--- config.mk ---
export PLATFORM = sky130hd
export DESIGN_NAME = y86_adder_64_flat
export DESIGN_NICKNAME = d
export VERILOG_FILES = /design/src/rtl/y86_adder_64_if.sv /design/src/rtl/y86_adder_64.sv /design/src/flat_wrapper.sv
export SDC_FILE = /design/constraint.sdc
export NUM_CORES = 1
export LEC_CHECK = 0
export BUFFER_PORTS_ARGS = -buffer_cell sky130_fd_sc_hd__clkbuf_2
export CORE_MARGIN = 3
export CORE_UTILIZATION = 46
export DETAILED_ROUTE_END_ITERATION = 6
export MAX_ROUTING_LAYER = met4
export PLACE_DENSITY = 0.88
export SYNTH_ARGS = -nofsm -noshare
export SYNTH_HDL_FRONTEND = slang
export SYNTH_SLANG_ARGS = --single-unit
export TNS_END_PERCENT = 10
--- constraint.sdc ---
create_clock -name clk -period 32.7 [get_ports clk]
set_input_delay 0 -clock clk [delete_from_list [all_inputs] [get_ports clk]]
set_output_delay 0 -clock clk [all_outputs]
set_load 0.005 [all_outputs]
--- src/rtl/y86_adder_64_if.sv ---
// Operand/result bundle for the registered 64-bit Y86 ADD path.
interface y86_adder_64_if #(
  parameter int unsigned WIDTH = 64
);
  logic             in_valid;
  logic [WIDTH-1:0] a;
  logic [WIDTH-1:0] b;
  logic             out_valid;
  logic [WIDTH-1:0] sum;
  logic             overflow;
  logic             cout;

  // Requester side: presents operands, observes results
  modport master (
    output in_valid, a, b,
    input  out_valid, sum, overflow, cout
  );

  // Adder side: consumes operands, returns registered results
  modport slave (
    input  in_valid, a, b,
    output out_valid, sum, overflow, cout
  );
endinterface

--- src/rtl/y86_adder_64.sv ---
// Registered 64-bit two's-complement adder: ripple-carry sum, signed overflow
// and carry-out, captured one clock after the operands with a tracking valid.
module y86_adder_64 #(
  parameter int unsigned WIDTH = 64
) (
  input  logic           clk,
  input  logic           rst_n,
  y86_adder_64_if.slave  bus
);

  localparam int unsigned MSB = WIDTH - 1;

  logic [WIDTH-1:0] w_a;
  logic [WIDTH-1:0] w_b;
  logic [WIDTH:0]   w_c;
  logic [WIDTH-1:0] w_sum;
  logic             w_ovf;

  logic             r_valid;
  logic [WIDTH-1:0] r_sum;
  logic             r_ovf;
  logic             r_cout;

  assign w_a    = bus.a;
  assign w_b    = bus.b;
  assign w_c[0] = 1'b0;

  // One full adder per bit; carry ripples from bit 0 upward
  for (genvar gi = 0; gi < WIDTH; gi++) begin : g_fa
    assign w_sum[gi]  = w_a[gi] ^ w_b[gi] ^ w_c[gi];
    assign w_c[gi+1]  = (w_a[gi] & w_b[gi]) | (w_a[gi] & w_c[gi]) | (w_b[gi] & w_c[gi]);
  end

  // Like-signed operands whose result flips sign have overflowed
  assign w_ovf = (w_a[MSB] == w_b[MSB]) && (w_sum[MSB] != w_a[MSB]);

  // Result capture; data holds when no new operands arrive, valid does not
  always_ff @(posedge clk) begin
    if (!rst_n) begin
      r_valid <= 1'b0;
      r_sum   <= '0;
      r_ovf   <= 1'b0;
      r_cout  <= 1'b0;
    end else begin
      r_valid <= bus.in_valid;
      if (bus.in_valid) begin
        r_sum  <= w_sum;
        r_ovf  <= w_ovf;
        r_cout <= w_c[WIDTH];
      end
    end
  end

  assign bus.out_valid = r_valid;
  assign bus.sum       = r_sum;
  assign bus.overflow  = r_ovf;
  assign bus.cout      = r_cout;

endmodule

--- src/flat_wrapper.sv ---
// flat-port wrapper written by rule: the top's interface ports become plain ports
module y86_adder_64_flat 
#(
  parameter int unsigned WIDTH = 64
)
  (clk, rst_n, bus_in_valid, bus_a, bus_b, bus_out_valid, bus_sum, bus_overflow, bus_cout);
  y86_adder_64_if #(.WIDTH(WIDTH)) bus_i ();
  input  logic clk;
  input  logic rst_n;
  input wire logic [$bits(bus_i.in_valid)-1:0] bus_in_valid;
  input wire logic [$bits(bus_i.a)-1:0] bus_a;
  input wire logic [$bits(bus_i.b)-1:0] bus_b;
  output wire logic [$bits(bus_i.out_valid)-1:0] bus_out_valid;
  output wire logic [$bits(bus_i.sum)-1:0] bus_sum;
  output wire logic [$bits(bus_i.overflow)-1:0] bus_overflow;
  output wire logic [$bits(bus_i.cout)-1:0] bus_cout;
  assign bus_i.in_valid = bus_in_valid;
  assign bus_i.a = bus_a;
  assign bus_i.b = bus_b;
  assign bus_out_valid = bus_i.out_valid;
  assign bus_sum = bus_i.sum;
  assign bus_overflow = bus_i.overflow;
  assign bus_cout = bus_i.cout;
  y86_adder_64 #(.WIDTH(WIDTH)) u_core (.clk(clk), .rst_n(rst_n), .bus(bus_i));
endmodule
Word-level counts from Yosys, hierarchy flattened

Cells that the tools add are included.

Bits in registers: 67
Output and inout port bits: 67
Bits of input ports: 131
Word-level logic and storage cells: 450

Eq/ne operators: 2
Reductions and logical operators: 1
Bitwise logic cells: 443

Operators with widths:

| operator          | number |
|---|---|
| $and 1x1->1       | 190 |
| $xor 1x1->1       | 127 |
| $or 1x1->1        | 126 |
| $eq 1x1->1        | 1 |
| $logic_and 1x1->1 | 1 |
| $ne 1x1->1        | 1 |

Longest topological paths before layout

Gate-level depths: netlist of run 1.

Depth in word-level cells: 190
Depth in mapped cells: 67
Depth with buffers taken out: 67

Worst setup path after synthesis of run 1

Ideal clock, no wire load.

Path type: input port to flip-flop
From: input bus_b[0]
To: register u_core.r_ovf (netlist: u_core.bus.overflow)
Stages: 67
Setup slack: 8.166 ns
Data arrival time: 24.415 ns
Library setup time: 0.118 ns
Path buffers: 0
Data required time: 32.582 ns
Cell sequence: ha_1 > fa_1 > fa_1 > fa_1 > fa_1 > fa_1 > fa_1 > fa_1 > fa_1 > fa_1 > fa_1 > fa_1 > fa_1 > fa_1 > fa_1 > fa_1 > fa_1 > fa_1 > [... 31 more ...] > fa_1 > fa_1 > fa_1 > fa_1 > fa_1 > fa_1 > fa_1 > fa_1 > fa_1 > fa_1 > fa_1 > fa_1 > fa_1 > fa_1 > inv_1 > fa_1 > xor2_1 > o21ai_1

Word-level cells in the longest chain between the ends: 190
Elaborated cells on any way between the ends: 252
Those cells by class: 1 x eq/ne; 250 x bitwise; 1 x reduce/logical

RTL lines:

| what                 | line               | text |
|---|---|---|
| from (decl)          | flat_wrapper.sv:12 | `input wire logic [$bits(bus_i.b)-1:0] bus_b;` |
| $and 1x1->1 *        | y86_adder_64.sv:31 | `assign w_c[gi+1] = (w_a[gi] & w_b[gi]) \| (w_a[gi] & w_c[gi]) \| (w_b[gi] & w_c[gi]);` |
| $and 1x1->1          | y86_adder_64.sv:31 |  |
| $or 1x1->1           | y86_adder_64.sv:31 |  |
| $or 1x1->1 *         | y86_adder_64.sv:31 |  |
| $and 1x1->1          | y86_adder_64.sv:31 |  |
| $or 1x1->1           | y86_adder_64.sv:31 |  |
| $or 1x1->1 *         | y86_adder_64.sv:31 |  |
| $and 1x1->1          | y86_adder_64.sv:31 |  |
| [... 174 more ...]   | --                 |  |
| $or 1x1->1           | y86_adder_64.sv:31 |  |
| $or 1x1->1 *         | y86_adder_64.sv:31 |  |
| $and 1x1->1          | y86_adder_64.sv:31 |  |
| $or 1x1->1           | y86_adder_64.sv:31 |  |
| $or 1x1->1 *         | y86_adder_64.sv:31 |  |
| $xor 1x1->1 *        | y86_adder_64.sv:30 | `assign w_sum[gi] = w_a[gi] ^ w_b[gi] ^ w_c[gi];` |
| $ne 1x1->1 *         | y86_adder_64.sv:35 | `assign w_ovf = (w_a[MSB] == w_b[MSB]) && (w_sum[MSB] != w_a[MSB]);` |
| $logic_and 1x1->1 *  | y86_adder_64.sv:35 |  |
| to (signal assigned) | y86_adder_64.sv:48 | `r_ovf <= w_ovf;` |
| to (decl)            | y86_adder_64.sv:21 | `logic r_ovf;` |

Every way passes the cells marked *; elsewhere a longest branch is shown, timed or not.
A chain may end at the register's enable or synchronous reset.

Final worst setup path of run 1

From: input bus_a[0]
To: register u_core.r_ovf (netlist: u_core.bus.overflow)

Word-level cells in the longest chain between the ends: 190
Elaborated cells on any way between the ends: 252
Those cells by class: 1 x eq/ne; 250 x bitwise; 1 x reduce/logical

RTL lines:

| what                | line               | text |
|---|---|---|
| from (decl)         | flat_wrapper.sv:11 | `input wire logic [$bits(bus_i.a)-1:0] bus_a;` |
| $and 1x1->1 *       | y86_adder_64.sv:31 |  |
| $and 1x1->1         | y86_adder_64.sv:31 |  |
| $or 1x1->1          | y86_adder_64.sv:31 |  |
| $or 1x1->1 *        | y86_adder_64.sv:31 |  |
| $and 1x1->1         | y86_adder_64.sv:31 |  |
| $or 1x1->1          | y86_adder_64.sv:31 |  |
| $or 1x1->1 *        | y86_adder_64.sv:31 |  |
| $and 1x1->1         | y86_adder_64.sv:31 |  |
| [... 174 more ...]  | --                 |  |
| $or 1x1->1          | y86_adder_64.sv:31 |  |
| $or 1x1->1 *        | y86_adder_64.sv:31 |  |
| $and 1x1->1         | y86_adder_64.sv:31 |  |
| $or 1x1->1          | y86_adder_64.sv:31 |  |
| $or 1x1->1 *        | y86_adder_64.sv:31 |  |
| $xor 1x1->1 *       | y86_adder_64.sv:30 |  |
| $ne 1x1->1 *        | y86_adder_64.sv:35 |  |
| $logic_and 1x1->1 * | y86_adder_64.sv:35 |  |

Marks and branches as above.

==> results of run 1 <==
-- metal layers --
| metal | vias up | track usage | part of all wire |
|---|---|---|---|
| met5 | - | - | 0 |
| met4 | 0 | 0.0607 | 0.015 |
| met3 | 13 | 0.0479 | 0.081 |
| met2 | 136 | 0.347 | 0.52 |
| met1 | 1327 | 0.228 | 0.38 |
| li1 | 1303 | - | - |
-- registers in the layout, summed over array words and instances, names as in the netlist --
register	flops
u_core.bus.sum	64
u_core.bus.overflow	1
u_core.bus.cout	1
u_core.bus.out_valid	1
-- logic make-up (layout without fill, tap and decap cells) --
group | after synthesis | in the layout | share of synthesized area
buffers and inverters | 18 | 216 | 0.0481
DFF | 67 | 67 | 0.344
and+or+nand+nor | 68 | 68 | 0.108
xor gates and xnor gates | 1 | 1 | 0.00224
AOI/OAI and AO/OA | 3 | 3 | 0.00641
adders and majority gates | 65 | 65 | 0.330
muxes | 63 | 63 | 0.162
-- layout make-up --
cell class / instances / area [sq um] / share of cell area
clock inverter: 3 / 15.0 / 0.00300
inverter: 3 / 11.3 / 0.00225
clock buffer: 12 / 145 / 0.0290
tap: 102 / 128 / 0.0255
sequential: 67 / 1340 / 0.268
multi-input combinational: 200 / 2370 / 0.474
timing repair buffer: 198 / 998 / 0.199
-- critical path, delay by kind of cell --
kind,cells,cell delay (ns)
AO/OA/AOI/OAI,1,0.12
XOR/XNOR,1,0.17
adder cells (fa/ha/maj),64,25.24
buffers and inverters,2,0.17
-- path summary, 6_finish.rpt --
check                                    startpoint             endpoint  slack [ns]  cells after the start
worst min register to register  u_core.bus.overflow  u_core.bus.overflow        0.48                      2
worst max-delay path                       bus_a[0]  u_core.bus.overflow        7.24                     68
worst min-delay path                      bus_b[63]  u_core.bus.overflow        0.07                      4
worst max register to register    u_core.bus.sum[7]    u_core.bus.sum[7]       32.04                      2
-- what timing repair did --
item | 4_1_cts | 5_1_grt
hold buffers | 1 | 0
setup buffers | 0 | 0
setup endpoints to repair | 0 | 0
endpoints found under the hold margin | 1 | 0
-- per-stage QoR --
stage          total power (uW)   util  area [sq um]  setup WS, ns
5_1_grt                     228  0.629          5010          6.43
4_1_cts                     215  0.629          5010          7.22
2_1_floorplan               129      -          3900          8.17
3_5_place_dp                157  0.608          4840          6.90
6_report                    212  0.629          5010          7.24
3_3_place_gp                153  0.608          4840          7.43
-- synthesized netlist by cell type (2+ instances only) --
master,number,share of area
clkbuf_1,4,0.0038
fa_1,63,0.32
inv_1,3,0.0029
nand3b_1,2,0.0038
nand2_1,2,0.0019
dfxtp_1,67,0.34
mux2i_1,63,0.16
nor2b_1,63,0.10
o211a_1,2,0.0051
ha_1,2,0.0064
buf_12,6,0.031
buf_2,2,0.0026
-- cells in the final DEF, fill, tap and decap left out, drive strengths merged, types with 2 or more instances in the layout --
cell and instances:
ha 2, dfxtp 67, mux2i 63, clkbuf 208, o211a 2, inv 3, nand3b 2, fa 63
nor2b 63, clkinv 3, nand2 2
-- report_power, final --
part | internal, uW | switching [uW]
registers | 90.8 | 4.84
logic | 31.1 | 27.6
clock network | 28.8 | 28.8
total | 151 | 61.2
==> metrics.csv, run 1 <==
metric;value;unit
status;finished, final reports clean;
Slowest cell on crit path;fa_1;
Initial DRT Pass Iterations;4;
Avg WL per Cell;15.2;um
Initial Utilization;0.490;
#FFs+latches synth;67;
cts bufs inserted;9;
port buffer count;197;
worst hold path class;in2reg;
later-pin clock latency in the skew report;0.32;ns
H-tree depth;3;
Detailed Place HPWL;7240;um
IO Count;198;
fillcell total;658;
Ant. Diodes;0;
Finished Layout Cells;585;
CTS tree;yes;
Placed Cells incl. Taps;569;
first-pass GRT wire length;14900;um
worst stage delay on the critical path;0.43;ns
share of layout cells above drive strength 1;0.435;
initial DRC count;39;
largest net degree at the start of global routing;71;
Clock Tree Buf Depth;2;
Die Span X;98.1;um
Setup Viol. Count Final;0;
vias after detailed routing;2779;
synth warn;0;
prevailing post-synth register cell;dfxtp_1;
post-CTS resize count;0;
Synth Net Count;481;
drc violations;0;
Fin Clk Skew;0;ns
Die ar.;9620;sq um
Leak;0.00249;uW
critical path's most frequent cell;fa_1;
synthesized area per cell;13.7;sq um
Yosys cell types;18;
Post-synth EDFFs;0;
GRT Overall Usage;0.200;
Crit. End Element;flop;
chip height;98.1;um
setup TNS;0;ns
Max Transition Viols Final;0;
vias in the first global route;3182;
num rows;32;
clock slew at the register clock pins of the worst setup and hold paths;0.06;ns
Max VDD drop;0.0000190;V
nets@finish;675;
startpoint types;primary input;
Max Cap Violations;0;
critical path peak fanout;2;
Slew HR;0.232;
Area Growth Syn to Fin;28.4;%
Worst-Margin Slew;1.15;ns
FMAX;39.3;MHz
Post-DRT Antenna Nets;0;
DRT Wirelength;8920;um
RSZ-0062 raised after global routing;no;
Post-Synthesis Cell Area;3900;sq um
asr flop ratio synth;0;
initial antenna violation count;0;
routed vias/inst;4.75;
grt ovf;0;
share of the clock period used by the worst path;0.779;
pwr/cell area;42.3;nW/um^2
Mapped Cells;285;
# clock sinks;67;
Core ar.;7970;sq um
Final Hold Vio Count;0;
sequential area share after synthesis;0.344;
WP data arrival;25.72;ns
WP data required;32.96;ns
WHS;0.0718;ns
shortest period the worst path allows;25.46;ns
CTS root buf;clkbuf_8;
placer congestion estimate;0.856;
critical path type;in2reg;
Power figures use the tool's default switching activity.
==> run 2: changes to the inputs <==
==> constraint.sdc (replaced) <==
create_clock -name clk -period 24.1 [get_ports clk]
set_input_delay 0 -clock clk [delete_from_list [all_inputs] [get_ports clk]]
set_output_delay 0 -clock clk [all_outputs]
set_load 0.005 [all_outputs]
==> run 2 against run 1 <==
Against the previous run: sequential share of layout area shrank 0.51 points; global-route usage grew 0.094 points; clock power grew 36%; clock-buffer cell count is the same; core utilization grew 1.2 points; worst hold slack lost 0.052 ns; via count grew 0.14%; sequential power grew 36%; design area grew 1.9%; highest routed layer unchanged.
==> metrics.csv, run 2 (synthesized netlist as in run 1, its figures left out) <==
metric;value;unit;change
worst hold path class;in2reg;;unchanged
Slew HR;0.258;;was 0.232
number of flip-flops in the largest register;64;;unchanged
clock slew at the register clock pins of the worst setup and hold paths;0.06;ns;about the same
commonest cells after routing, fill and taps aside;196 x clkbuf_2, 67 x dfxtp_1, 63 x mux2i_1, 63 x nor2b_1, 43 x fa_2;;was 196 x clkbuf_2, 67 x dfxtp_1, 63 x mux2i_1, 63 x nor2b_1, 63 x fa_1
critical path type;in2reg;;unchanged
combinational share of power;0.285;;was 0.277
DRT Wirelength;8910;um;was 8920 um
Top delay family on crit path;adder cells;;unchanged
Leak;0.00245;uW;was 0.00249 uW
largest net degree at the start of global routing;71;;unchanged
Max Cap Violations;0;;unchanged
fillcell total;620;;was 658
CTS tree;yes;;unchanged
Ant. Diodes;0;;unchanged
Max VDD drop;0.0000366;V;was 0.0000190 V
Seq pwr share;0.446;;was 0.451
placer congestion estimate;0.802;;was 0.856
Crit. End Element;flop;;unchanged
GRT Overall Usage;0.200;;about the same
num rows;32;;unchanged
vias in the first global route;3178;;was 3182
initial DRC count;34;;was 39
design area;5110;sq um;was 5010 sq um
shortest period the worst path allows;23.46;ns;
port buffer count;197;;unchanged
# clock sinks;67;;unchanged
share of layout cells above drive strength 1;0.525;;was 0.435
Detailed Place HPWL;7370;um;was 7240 um
H-tree depth;3;;unchanged
Sw Share;0.290;;was 0.289
cts bufs inserted;9;;unchanged
chip height;98.1;um;unchanged
CTS root buf;clkbuf_8;;unchanged
Clock power frac;0.269;;was 0.272
Core ar.;7970;sq um;unchanged
critical path's most frequent cell;fa_2;;was fa_1
NetSw;84.3;uW;was 61.2 uW
first-pass GRT wire length;14900;um;about the same
post-placement setup slack;-1.36;ns;was 6.90 ns
placed cell area;4870;sq um;was 4840 sq um
startpoint types;primary input;;unchanged
Internal;206;uW;was 151 uW
Setup Viol. Count Final;0;;unchanged
share of the clock period used by the worst path;0.974;;
setup bufs post-CTS;0;;unchanged
status;finished, final reports clean;;unchanged
pwr/cell area;56.9;nW/um^2;was 42.3 nW/um^2
Die ar.;9620;sq um;unchanged
final worst slack;0.638;ns;was 7.24 ns
WP data arrival;23.72;ns;was 25.72 ns
Initial DRT Pass Iterations;4;;unchanged
IO Count;198;;unchanged
Avg WL per Cell;15.2;um;about the same
Initial Utilization;0.490;;unchanged
final core utilization;0.641;;was 0.629
Area Growth Syn to Fin;30.9;%;was 28.4%
Slowest cell on crit path;fa_1;;unchanged
FMAX;42.6;MHz;
WP data required;24.35;ns;was 32.96 ns
Buf/Inv on CP;2;;unchanged
Final Hold Vio Count;0;;unchanged
Fin Clk Skew;0;ns;unchanged
drc violations;0;;unchanged
Clock Tree Buf Depth;2;;unchanged
grt ovf;0;;unchanged
vias after detailed routing;2783;;was 2779
critical path peak fanout;2;;unchanged
nets@finish;674;;was 675
commonest non-fill, non-tap cell in the layout;clkbuf_2;;unchanged
Worst-Margin Slew;1.11;ns;was 1.15 ns
Post-DRT Antenna Nets;0;;unchanged
Max Transition Viols Final;0;;unchanged
RSZ-0062 raised after global routing;no;;unchanged
WHS;0.0198;ns;was 0.0718 ns
routed vias/inst;4.77;;was 4.75
Die Span X;98.1;um;unchanged
worst stage delay on the critical path;0.44;ns;was 0.43 ns
initial antenna violation count;0;;unchanged
later-pin clock latency in the skew report;0.32;ns;about the same
-- run 2: power groups by stage --
stage / logic (uW) / registers, uW / clock network (uW)
floorplan: 43.2 / 132 / 0
global placement: 76.2 / 131 / 0
detailed placement: 82.0 / 132 / 0
CTS: 83.8 / 130 / 81.4
global route: 94.5 / 131 / 87.6
finish: 82.8 / 130 / 78.3
-- run 2: worst register-to-register path, cell delays in order (launching register included) --
cell     delay [ns]
dfxtp_1        0.32
mux2i_1        0.17
nor2b_1        0.07
-- run 2: what timing repair did --
action                     CTS  global route
gates resized for setup     20            12
pin swaps                    0             2
setup endpoints to repair    5             4
hold buffers                 0             0
-- run 2: per-stage QoR --
step | cells | setup TNS (ns) | total power (uW)
5_1_grt | 584 | 0 | 313
6_report | 584 | 0 | 291
2_1_floorplan | 285 | 0 | 176
3_3_place_gp | 569 | -2.27 | 208
4_1_cts | 584 | 0 | 295
3_5_place_dp | 569 | -5.30 | 214
-- run 2: worst paths after layout --
check | from | to | slack (ns) | cells past startpoint
max | bus_b[0] | u_core.bus.overflow | 0.64 | 68
min | bus_a[63] | u_core.bus.overflow | 0.02 | 3
max reg2reg | u_core.bus.sum[7] | u_core.bus.sum[7] | 23.43 | 2
min reg2reg | u_core.bus.cout | u_core.bus.cout | 0.48 | 1
-- run 2: area by class of cell --
class,instances,area [sq um],share of cell area
repair buffers,197,988,0.193
multi-input cells,200,2480,0.486
inverters,3,11.3,0.00220
well taps,102,128,0.0250
flip-flops and latches,67,1340,0.262
clock inverters,3,15.0,0.00294
clock buffers,12,145,0.0284
-- run 2: metal layers --
| metal | routed length, um | share of wire | track usage | up-vias |
|---|---|---|---|---|
| li1 | - | - | - | 1306 |
| met1 | 3210 | 0.36 | 0.213 | 1330 |
| met2 | 4820 | 0.54 | 0.357 | 130 |
| met3 | 659 | 0.074 | 0.0593 | 17 |
| met4 | 211 | 0.024 | 0.0639 | 0 |
| met5 | 0 | 0 | - | - |
==> run 3: changes to the inputs <==
--- a/config.mk
+++ b/config.mk
@@ -5,12 +5,12 @@
 export SDC_FILE = /design/constraint.sdc
 export NUM_CORES = 1
 export LEC_CHECK = 0
-export BUFFER_PORTS_ARGS = -buffer_cell sky130_fd_sc_hd__clkbuf_2
 export CORE_MARGIN = 3
-export CORE_UTILIZATION = 46
+export CORE_UTILIZATION = 64
 export DETAILED_ROUTE_END_ITERATION = 6
+export DONT_BUFFER_PORTS = 1
 export MAX_ROUTING_LAYER = met4
-export PLACE_DENSITY = 0.88
+export PLACE_DENSITY = 0.87
 export SYNTH_ARGS = -nofsm -noshare
 export SYNTH_HDL_FRONTEND = slang
 export SYNTH_SLANG_ARGS = --single-unit
==> run 3 against run 2 <==
Against the previous run: the run now ends with hold timing left; register-to-register slack worse by 0.54 ns; core utilization grew 11 points; largest cell class unchanged; critical path depth fell by 1; sequential power hardly changed; clock skew unchanged; worst setup slack worse by 0.023 ns; sequential share of layout area is 4.9 points higher; clock-buffer cell count unchanged; worst hold slack got worse by 0.036 ns; largest power group unchanged.
==> metrics.csv, run 3 (synthesized netlist as in run 1, its figures left out) <==
metric;value;unit;change
status;finished, violations left;;was finished, final reports clean
failing checks;hold timing;;
Die ar.;7070;sq um;was 9620 sq um
critical path peak fanout;2;;unchanged
Initial DRT Pass Iterations;4;;unchanged
Initial Utilization;0.684;;was 0.490
CTS root buf;clkbuf_8;;unchanged
Top delay family on crit path;adder cells;;unchanged
Final Hold Vio Count;1;;was 0
post-placement setup slack;-1.10;ns;was -1.36 ns
critical path's most frequent cell;fa_2;;unchanged
placer congestion estimate;0.837;;was 0.802
CTS tree;yes;;unchanged
critical path type;in2reg;;unchanged
clock slew at the register clock pins of the worst setup and hold paths;0.06;ns;about the same
first-pass GRT wire length;13300;um;was 14900 um
Setup Viol. Count Final;0;;unchanged
num rows;27;;was 32
Finished Layout Cells;375;;was 584
Crit. End Element;flop;;unchanged
Avg WL per Cell;22.1;um;was 15.2 um
drc violations;0;;unchanged
vias in the first global route;2467;;was 3178
Area Growth Syn to Fin;10.2;%;was 30.9%
WP data arrival;23.74;ns;was 23.72 ns
later-pin clock latency in the skew report;0.32;ns;about the same
number of flip-flops in the largest register;64;;unchanged
combinational share of power;0.210;;was 0.285
commonest cells after routing, fill and taps aside;67 x dfxtp_1, 63 x mux2i_1, 63 x nor2b_1;;was 196 x clkbuf_2, 67 x dfxtp_1, 63 x mux2i_1, 63 x nor2b_1, 43 x fa_2
Buf/Inv on CP;1;;was 2
port buffer count;0;;was 197
NetSw;74.9;uW;was 84.3 uW
vias after detailed routing;2149;;was 2783
Clock power frac;0.309;;was 0.269
fillcell total;363;;was 620
Slew HR;0.715;;was 0.258
Max Transition Viols Final;0;;unchanged
setup bufs post-CTS;0;;unchanged
H-tree depth;3;;unchanged
Detailed Place HPWL;6100;um;was 7370 um
shortest period the worst path allows;23.48;ns;was 23.46 ns
WHS;-0.0162;ns;was 0.0198 ns
initial antenna violation count;0;;unchanged
Seq. cell area;1340;sq um;unchanged
Placed Cells incl. Taps;342;;was 569
Core ar.;5710;sq um;was 7970 sq um
cts bufs inserted;9;;unchanged
nets@finish;495;;was 674
worst hold path class;in2reg;;unchanged
startpoint types;primary input;;unchanged
routed vias/inst;5.73;;was 4.77
largest net degree at the start of global routing;70;;was 71
WP data required;24.35;ns;about the same
Ant. Diodes;0;;unchanged
DRT Wirelength;8280;um;was 8910 um
IO Count;198;;unchanged
Post-DRT Antenna Nets;0;;unchanged
GRT Overall Usage;0.254;;was 0.200
Slowest cell on crit path;fa_1;;unchanged
Clock Tree Buf Depth;2;;unchanged
grt ovf;0;;unchanged
pwr/cell area;64.6;nW/um^2;was 56.9 nW/um^2
chip height;84.1;um;was 98.1 um
Multi-input gate area;2480;sq um;about the same
share of the clock period used by the worst path;0.974;;about the same
worst stage delay on the critical path;0.43;ns;was 0.44 ns
Max Cap Violations;0;;unchanged
Seq pwr share;0.480;;was 0.446
Internal;203;uW;was 206 uW
Worst-Margin Slew;0.427;ns;was 1.11 ns
share of layout cells above drive strength 1;0.182;;was 0.525
Die Span X;84.1;um;was 98.1 um
Sw Share;0.270;;was 0.290
Fin Clk Skew;0;ns;unchanged
commonest non-fill, non-tap cell in the layout;dfxtp_1;;was clkbuf_2
RSZ-0062 raised after global routing;no;;unchanged
Max VDD drop;0.0000360;V;was 0.0000366 V
Leak;0.00171;uW;was 0.00245 uW
initial DRC count;68;;was 34
FMAX;42.6;MHz;about the same
final worst slack;0.616;ns;was 0.638 ns
# clock sinks;67;;unchanged
[run 3: final cells by class]
| type | count | share of cell area |
|---|---|---|
| tap | 72 | 0.0209 |
| timing repair buffer | 18 | 0.0483 |
| multi-input combinational | 200 | 0.576 |
| clock inverter | 3 | 0.00931 |
| sequential | 67 | 0.312 |
| inverter | 3 | 0.00262 |
| clock buffer | 12 | 0.0314 |
[run 3: path summary, 6_finish.rpt]
check,startpoint,endpoint,slack (ns),cells after the start
max,bus_b[0],u_core.bus.overflow,0.62,67
min,bus_b[63],u_core.bus.overflow,-0.02,3
max reg2reg,u_core.bus.sum[36],u_core.bus.sum[36],22.89,3
min reg2reg,u_core.bus.sum[63],u_core.bus.sum[63],0.53,1
[run 3: worst reg2reg max path: cells and delay by family (launching register included)]
family	cells	cell delay, ns
buffers and inverters	1	0.54
DFF	1	0.33
muxes	1	0.15
and+or+nand+nor	1	0.08
[run 3: repair_timing]
item	in CTS	in global routing
hold buffers	17	1
endpoints found under the hold margin	67	1
endpoints found under the setup margin	4	4
resized for setup	16	14
gates cloned	0	0
[run 3: metrics by stage]
step                      TNS [ns]   util  cell area [sq um]  power, uW
after floorplan                  0      -               3930        176
after CTS                        0  0.746               4260        278
after detailed placement     -3.67  0.673               3840        183
after global placement       -1.53  0.673               3840        180
after global routing             0  0.753               4300        296
final                            0  0.753               4300        278
[run 3: power groups by stage]
stage | logic, uW | clock network (uW) | registers [uW]
5_1_grt | 67.1 | 93.9 | 135
3_5_place_dp | 47.3 | 0 | 136
3_3_place_gp | 44.0 | 0 | 136
4_1_cts | 56.8 | 87.9 | 134
2_1_floorplan | 43.2 | 0 | 132
6_report | 58.5 | 85.9 | 133
[run 3: routing by layer]
metal  vias to the layer above  part of all wire  GRT usage
li1                        949                 -          -
met1                      1032              0.33      0.263
met2                       140              0.52      0.420
met3                        28              0.11     0.0879
met4                         0             0.040      0.139
met5                         -                 0          -
